--- src/rtl/fifo_write_arbiter.sv ---
// Round-robin arbiter sharing one FIFO write port among NUM_REQ valid/ready requesters.
// Grants one requester for up to BURST_LEN beats; stalls (holds grant) while the FIFO is full.
`timescale 1ns/1ps
module fifo_write_arbiter #(
  parameter int NUM_REQ    = 4,
  parameter int DATA_WIDTH = 8,
  parameter int BURST_LEN  = 4,
  parameter int GW         = $clog2(NUM_REQ)
) (
  input  logic                          clk,
  input  logic                          reset_n,
  input  logic [NUM_REQ-1:0]            req_valid,
  input  logic [NUM_REQ*DATA_WIDTH-1:0] req_data,
  output logic [NUM_REQ-1:0]            req_ready,
  input  logic                          fifo_full,
  output logic                          fifo_wr_en,
  output logic [DATA_WIDTH-1:0]         fifo_wr_data,
  output logic                          grant_valid,
  output logic [GW-1:0]                 grant_id,
  output logic [15:0]                   xfer_count
);

  localparam int BW = $clog2(BURST_LEN + 1);

  typedef enum logic {
    S_IDLE  = 1'b0,
    S_GRANT = 1'b1
  } state_t;

  state_t          r_state;
  logic [GW-1:0]   r_grant_id;
  logic [GW-1:0]   r_last_id;
  logic [BW-1:0]   r_beat_cnt;
  logic [15:0]     r_xfer_count;

  logic            w_found;
  logic [GW-1:0]   w_winner;
  logic            w_in_grant;
  logic            w_cur_valid;
  logic            w_xfer;
  logic            w_last_beat;

  // Handshake: a beat moves when req_valid[i] & req_ready[i]; that is exactly fifo_wr_en.
  // Search order starts one past the previous grantee and wraps.
  always_comb begin
    int          idx_v;
    logic [GW-1:0] cand;
    w_found  = 1'b0;
    w_winner = '0;
    idx_v    = 0;
    cand     = '0;
    for (int k = 1; k <= NUM_REQ; k++) begin
      idx_v = (int'(r_last_id) + k) % NUM_REQ;
      cand  = idx_v[GW-1:0];
      if (!w_found && req_valid[cand]) begin
        w_found  = 1'b1;
        w_winner = cand;
      end
    end
  end

  assign w_in_grant  = (r_state == S_GRANT);
  assign w_cur_valid = req_valid[r_grant_id];
  assign w_xfer      = w_in_grant & w_cur_valid & ~fifo_full;
  assign w_last_beat = (r_beat_cnt == BW'(BURST_LEN - 1));

  always_comb begin
    req_ready    = '0;
    fifo_wr_data = '0;
    if (w_in_grant) begin
      req_ready[r_grant_id] = ~fifo_full;
      fifo_wr_data          = req_data[int'(r_grant_id)*DATA_WIDTH +: DATA_WIDTH];
    end
  end

  assign fifo_wr_en  = w_xfer;
  assign grant_valid = w_in_grant;
  assign grant_id    = r_grant_id;
  assign xfer_count  = r_xfer_count;

  always_ff @(posedge clk or negedge reset_n) begin
    if (!reset_n) begin
      r_state      <= S_IDLE;
      r_grant_id   <= '0;
      r_last_id    <= GW'(NUM_REQ - 1);
      r_beat_cnt   <= '0;
      r_xfer_count <= '0;
    end else begin
      case (r_state)
        S_IDLE: begin
          if (w_found) begin
            r_state    <= S_GRANT;
            r_grant_id <= w_winner;
            r_beat_cnt <= '0;
          end
        end
        S_GRANT: begin
          if (w_xfer) begin
            r_beat_cnt   <= r_beat_cnt + BW'(1);
            r_xfer_count <= r_xfer_count + 16'd1;
            if (w_last_beat) begin
              r_state   <= S_IDLE;
              r_last_id <= r_grant_id;
            end
          end else if (!w_cur_valid) begin
            // Withdrawal releases even under full; a full stall alone never does.
            r_state   <= S_IDLE;
            r_last_id <= r_grant_id;
          end
        end
        default: r_state <= S_IDLE;
      endcase
    end
  end

endmodule

--- config.mk ---
export PLATFORM = sky130hd
export DESIGN_NAME = fifo_write_arbiter
export DESIGN_NICKNAME = d
export VERILOG_FILES = /design/src/rtl/fifo_write_arbiter.sv
export SDC_FILE = /design/constraint.sdc
export NUM_CORES = 1
export LEC_CHECK = 0
export CORE_MARGIN = 2
export CORE_UTILIZATION = 44
export DETAILED_ROUTE_END_ITERATION = 16
export GPL_TIMING_DRIVEN = 0
export PLACE_DENSITY = 0.9
export SLEW_MARGIN = 20
export SYNTH_ARGS = -nofsm -noshare
export SYNTH_HDL_FRONTEND = slang
export SYNTH_SLANG_ARGS = --single-unit
--- constraint.sdc ---
create_clock -name clk -period 2.89 [get_ports clk]
set_input_delay 0.289 -clock clk [delete_from_list [all_inputs] [get_ports clk]]
set_output_delay 0.289 -clock clk [all_outputs]
set_load 0.01 [all_outputs]
==> impl_metrics.env, run 1 <==
export IMPL_mostFrequentLayoutCells="clkdlybuf4s50_1 (69), dfrtp_1 (22), xnor2_1 (14)"
export IMPL_cts_clk_slew_worst_paths_ns=0.14
export IMPL_clock_sinks=24
export IMPL_drt_pass1_iter_count=4
export IMPL_synth_top_area_share_pct=37.29
export IMPL_start_kind="register"
export IMPL_p_leak_nw=0.9037
export IMPL_r2r_end="r_last_id[1]"
export IMPL_syn2layout_area_growth_pct=55.25
export IMPL_clock_latency_ns=0.32
export IMPL_grt_pass1_vias=1331
export IMPL_drtAntennaViolNets=0
export IMPL_drc=0
export IMPL_die_y_um=61.93
export IMPL_num_rows=21
export IMPL_final_nets=248
export IMPL_hpwl_um=3142
export IMPL_worstRegToRegCells=5
export IMPL_n_antenna_cell=0
export IMPL_slew_limit_headroom_pct=59.53
export IMPL_grt_antenna_before_repair=0
export IMPL_max_freq_mhz=365.3
export IMPL_drive_gt1_share_pct=10.24
export IMPL_min_period_ns=2.737
export IMPL_peakVddDrop_uv=456.9
export IMPL_yosysTopAreaCell="dfrtp_1"
export IMPL_yosysUniqueCellTypes=37
export IMPL_cts_made_buffers=3
export IMPL_cts_htree_levels=1
export IMPL_gp_congestion=0.7569
export IMPL_hold_viol_final=0
export IMPL_reg2reg_from="grant_id[1]"
export IMPL_hold_path_class="in2async"
export IMPL_finalCritPeriodShare_pct=94.72
export IMPL_clk_path_buf_depth=2
export IMPL_routed_wirelength_um=3920
export IMPL_max_cap_viol_count=0
export IMPL_ys_warn_count=0
export IMPL_root_buffer="clkbuf_4"
export IMPL_synth_cells=130
export IMPL_finalClockSkew_ns=0.002207
export IMPL_grt_pass1_wl_um=5851
export IMPL_placement_io_buffers=70
export IMPL_initial_core_util_pct=44.95
export IMPL_die_width_um=61.93
export IMPL_fillCellCount=239
export IMPL_fin_setup_tns_ns=0
export IMPL_cp_data_arrival_time_ns=2.45
export IMPL_num_io_pins=71
export IMPL_cp_max_fo=10
export IMPL_grt_usage_pct=20.98
export IMPL_ys_seq_elements=24
export IMPL_die_area_sq_um=3835
export IMPL_final_common_cell="clkdlybuf4s50_1"
export IMPL_grt_max_degree=25
export IMPL_startpoint="grant_id[1]"
export IMPL_post_place_cells=246
export IMPL_syn_area_sq_um=1476
export IMPL_synth_fp_nets=172
export IMPL_p_per_area_nw_per_um2=772.6
export IMPL_crit_path_end_kind="output port"
export IMPL_vias=1348
export IMPL_critPathKind="reg2out"
export IMPL_tightest_slew_ns=0.6015
export IMPL_cp_required_ns=2.60
export IMPL_wl_per_cell_um=15.62
export IMPL_core_area_sq_um=3284
export IMPL_cts_resized=0
export IMPL_fin_cells=251
export IMPL_grt_overflow=0
export IMPL_slew_viol_final=0
export IMPL_synth_seq_area_share_pct=40.85
export IMPL_cts_tree="done"
export IMPL_grt_setup_unrepaired="no"
export IMPL_syn_avg_cell_area_sq_um=11.36
export IMPL_status="completed"
export IMPL_synthTopCellsByArea="dfrtp_1 (37%), mux4_2 (12%), xnor2_1 (8.3%)"
export IMPL_avgViaCountPerCell=5.371
export IMPL_setup_viol=0
export IMPL_power_total_w=0.001771
export IMPL_drt_initial_drc_count=37
export IMPL_ff2ff_setup_slack_ns=1.03
-- layer usage --
metal  track usage [%]  wire, um
met1             21.99      1426
met2             41.20      1987
met3             4.762       470
met4             6.079        35
met5                 0         0
-- critical path, cell delays in order (launching register included) --
cell	delay, ns
dfrtp_1	0.37
clkbuf_1	0.25
clkbuf_1	0.47
mux4_2	0.40
and2_1	0.17
clkdlybuf4s50_1	0.46
-- cell usage after synthesis --
library cell  count
nand4_1          13
mux2i_1           4
nand2b_1          5
buf_2             1
o221ai_1          1
buf_6             2
nand3_1           1
nand2_1           4
o21ai_0           1
mux4_2            8
dfrtp_1          22
mux2_1            4
ha_1              3
xnor2_1          14
a21boi_1          1
o31ai_1           1
and3_1            4
inv_1             2
nor2_1            7
o22ai_4           1
clkbuf_1          5
o21ai_1           1
inv_2             1
nor3_1            1
and2_1            8
or3b_4            1
a31o_1            1
a31oi_1           1
a21oi_1           2
dfstp_2           2
o21bai_1          1
xor2_1            2
nor4_1            1
a22o_1            1
nor2b_1           1
nand3b_1          1
a211oi_1          1
-- cells by family after synthesis --
kind of cell | Yosys count | synth area share (%)
AND/OR/NAND/NOR | 47 | 18.31
flip-flops | 24 | 40.85
XOR/XNOR | 16 | 9.492
multiplexers | 16 | 17.97
AO/OA/AOI/OAI | 13 | 6.950
buffers and inverters | 11 | 3.898
adder cells (fa/ha/maj) | 3 | 2.543
-- flip-flops by register name, indices dropped and copies added (netlist names) --
| name | cells |
|---|---|
| grant_id | 2 |
| grant_valid | 1 |
| r_beat_cnt | 3 |
| r_last_id | 2 |
| xfer_count | 16 |
-- repair_timing --
item	CTS	global route
buffers inserted	0	0
hold buffers	0	1
hold endpoints to repair	0	22
endpoints found under the setup margin	0	0
-- metrics by stage --
stage,utilization [%],hold slack (ns),setup WS [ns],cell area [sq um]
after floorplan,-,-0.006591,1.132,1476
after global placement,68.04,0.4640,0.4889,2235
after detailed placement,68.04,0.4731,0.4625,2235
after CTS,69.64,0.4920,0.1424,2287
after global routing,69.79,0.4736,0.008573,2292
final,69.79,0.4666,0.1527,2292
-- where the power goes --
group	leakage, nW	internal (W)	total [W]	switching (W)
Combinational	0.563	0.000574	0.000990	0.000415
Clock	0.0279	0.000140	0.000247	0.000107
Sequential	0.313	0.000431	0.000534	0.000103
-- area by class of cell --
class                           instances  area [sq um]  share of cell area [%]
Buffer                                  8         46.29                   2.020
Clock buffer                            3         22.52                  0.9825
Tap cell                               46         57.56                   2.511
Clock inverter                          1         30.03                   1.310
Inverter                                3         11.26                  0.4913
Multi-Input combinational cell         95         815.8                   35.59
Timing Repair Buffer                   71         705.7                   30.79
Sequential cell                        24         603.1                   26.31
-- worst max-delay path by stage --
| stage | end | slack (ns) |
|---|---|---|
| 5_1_grt | fifo_wr_data[5] | 0.009 |
| 3_5_place_dp | fifo_wr_en | 0.46 |
| 4_1_cts | fifo_wr_data[5] | 0.14 |
| 6_report | fifo_wr_data[5] | 0.15 |
| 2_1_floorplan | fifo_wr_data[1] | 1.13 |
| 3_3_place_gp | fifo_wr_en | 0.49 |
Power figures use the tool's default switching activity.
==> run 2: changes to the inputs <==
--- a/config.mk
+++ b/config.mk
@@ -5,6 +5,7 @@
 export SDC_FILE = /design/constraint.sdc
 export NUM_CORES = 1
 export LEC_CHECK = 0
+export ABC_AREA = 0
 export CORE_MARGIN = 2
 export CORE_UTILIZATION = 44
 export DETAILED_ROUTE_END_ITERATION = 16
==> results of run 2 <==
Same layout as run 1: the final DEF is identical, and so are final timing and power.
==> run 3: changes to the inputs <==
--- a/config.mk
+++ b/config.mk
@@ -6,7 +6,7 @@
 export NUM_CORES = 1
 export LEC_CHECK = 0
 export ABC_AREA = 0
-export CORE_MARGIN = 2
+export CORE_MARGIN = 8
 export CORE_UTILIZATION = 44
 export DETAILED_ROUTE_END_ITERATION = 16
 export GPL_TIMING_DRIVEN = 0
==> impl_metrics.env, run 3 (synthesis results as in run 1) <==
export IMPL_crit_path_cell_trace="buf_2 -> mux4_2 -> and2_1 -> clkdlybuf4s50_1"
export IMPL_clock_sinks=24
export IMPL_die_width_um=73.93
export IMPL_cp_required_ns=2.60
export IMPL_num_rows=21
export IMPL_max_cap_viol_count=0
export IMPL_root_buffer="clkbuf_4"
export IMPL_fin_cells=251
export IMPL_finalCritPeriodShare_pct=89.78
export IMPL_power_total_w=0.001721
export IMPL_die_area_sq_um=5465
export IMPL_fin_setup_tns_ns=0
export IMPL_final_nets=248
export IMPL_avgViaCountPerCell=5.486
export IMPL_grt_usage_pct=17.45
export IMPL_num_io_pins=71
export IMPL_drc=0
export IMPL_fillCellCount=233
export IMPL_hpwl_um=3676
export IMPL_crit_path_end_kind="output port"
export IMPL_top_layer="met4"
export IMPL_gp_congestion=0.8632
export IMPL_cts_clk_slew_worst_paths_ns=0.13
export IMPL_tightest_slew_ns=0.5596
export IMPL_cp_max_fo=10
export IMPL_max_freq_mhz=385.4
export IMPL_max_stage_delay_ns=0.55
export IMPL_grt_max_degree=25
export IMPL_syn2layout_area_growth_pct=54.24
export IMPL_critical_path_slowest_cell="mux4_2"
export IMPL_final_common_cell="clkdlybuf4s50_1"
export IMPL_cp_data_arrival_time_ns=2.31
export IMPL_initial_core_util_pct=44.95
export IMPL_drtAntennaViolNets=0
export IMPL_grt_antenna_before_repair=0
export IMPL_p_per_area_nw_per_um2=756.0
export IMPL_post_cts_setup_buffers=0
export IMPL_drt_initial_drc_count=67
export IMPL_slew_viol_final=0
export IMPL_clock_latency_ns=0.31
export IMPL_hold_viol_final=0
export IMPL_core_area_sq_um=3284
export IMPL_routed_wirelength_um=4657
export IMPL_drive_gt1_share_pct=10.73
export IMPL_min_period_ns=2.595
export IMPL_grt_pass1_vias=1461
export IMPL_path_delay_family="buffers and inverters"
export IMPL_wl_met3_um=571
export IMPL_setup_viol=0
export IMPL_n_antenna_cell=0
export IMPL_worstRegToRegCells=5
export IMPL_m1WireLength_um=1940
export IMPL_cts_tree="done"
export IMPL_peakVddDrop_uv=443.6
export IMPL_cts_made_buffers=3
export IMPL_die_y_um=73.93
export IMPL_status="completed"
export IMPL_grt_setup_unrepaired="no"
export IMPL_mostFrequentLayoutCells="clkdlybuf4s50_1 (69), dfrtp_1 (22), xnor2_1 (14)"
export IMPL_crit_cells=4
export IMPL_wl_per_cell_um=18.55
export IMPL_clk_path_buf_depth=2
export IMPL_fin_ws_ns=0.2955
export IMPL_grt_pass1_wl_um=7445
export IMPL_finalClockSkew_ns=0.006418
export IMPL_vias=1377
export IMPL_dp_slack_ns=0.4341
export IMPL_largest_reg_flops=16
export IMPL_grt_overflow=0
export IMPL_cts_htree_levels=1
export IMPL_post_place_cells=246
export IMPL_start_kind="register"
export IMPL_p_leak_nw=0.8999
export IMPL_wl_met2_um=2117
export IMPL_critPathKind="reg2out"
export IMPL_placement_io_buffers=70
export IMPL_slew_limit_headroom_pct=62.35
export IMPL_drt_pass1_iter_count=4
export IMPL_hold_path_class="in2async"
export IMPL_path_buf_inv=2
run 3: cell types whose count changed in the layout (fill, tap and decap cells not counted), sizes merged:
cell	before	now
clkbuf	8	9
bufinv	1	0
run 3: final cells by class:
class | instances | area [sq um] | area share [%]
clock buffer | 4 | 36.28 | 1.593
tap | 46 | 57.56 | 2.527
buffer | 8 | 47.55 | 2.088
timing repair buffer | 71 | 705.7 | 30.99
inverter | 3 | 11.26 | 0.4945
sequential | 24 | 603.1 | 26.48
multi-input combinational | 95 | 815.8 | 35.82
run 3: worst paths after layout:
| check | from | to | slack [ns] |
|---|---|---|---|
| min in group clk | xfer_count[15] | xfer_count[15] | 0.50 |
| max in group asynchronous | reset_n | r_last_id[0] | 2.04 |
| worst max-delay path | grant_id[0] | fifo_wr_data[2] | 0.30 |
| worst min register to register | xfer_count[15] | xfer_count[15] | 0.50 |
| worst max register to register | grant_valid | xfer_count[10] | 1.03 |
| worst min-delay path | reset_n | xfer_count[1] | 0.48 |
run 3: report_power, final:
group	total, W	switching [W]	internal (W)
registers	0.000536	0.000105	0.000431
logic	0.00101	0.000437	0.000577
clock network	0.000173	0.0000960	0.0000769
total	0.00172	0.000637	0.00108
run 3: through the flow:
step | utilization, % | cell area, sq um | hold WS, ns
final | 69.33 | 2277 | 0.4767
after global routing | 69.33 | 2277 | 0.5121
after global placement | 68.04 | 2235 | 0.4630
after floorplan | - | 1476 | -0.006591
after detailed placement | 68.04 | 2235 | 0.4789
after CTS | 69.14 | 2271 | 0.5160
run 3: timing repair:
action / 4_1_cts / 5_1_grt
endpoints found under the setup margin: 0 / 2
hold endpoints to repair: 0 / 22
gates resized for setup: 0 / 2
hold buffers: 0 / 1
run 3: routing by layer:
metal,track usage (%),up-vias
met4,3.991,0
li1,-,624
met3,6.139,4
met2,29.30,86
met5,0,-
met1,20.70,663
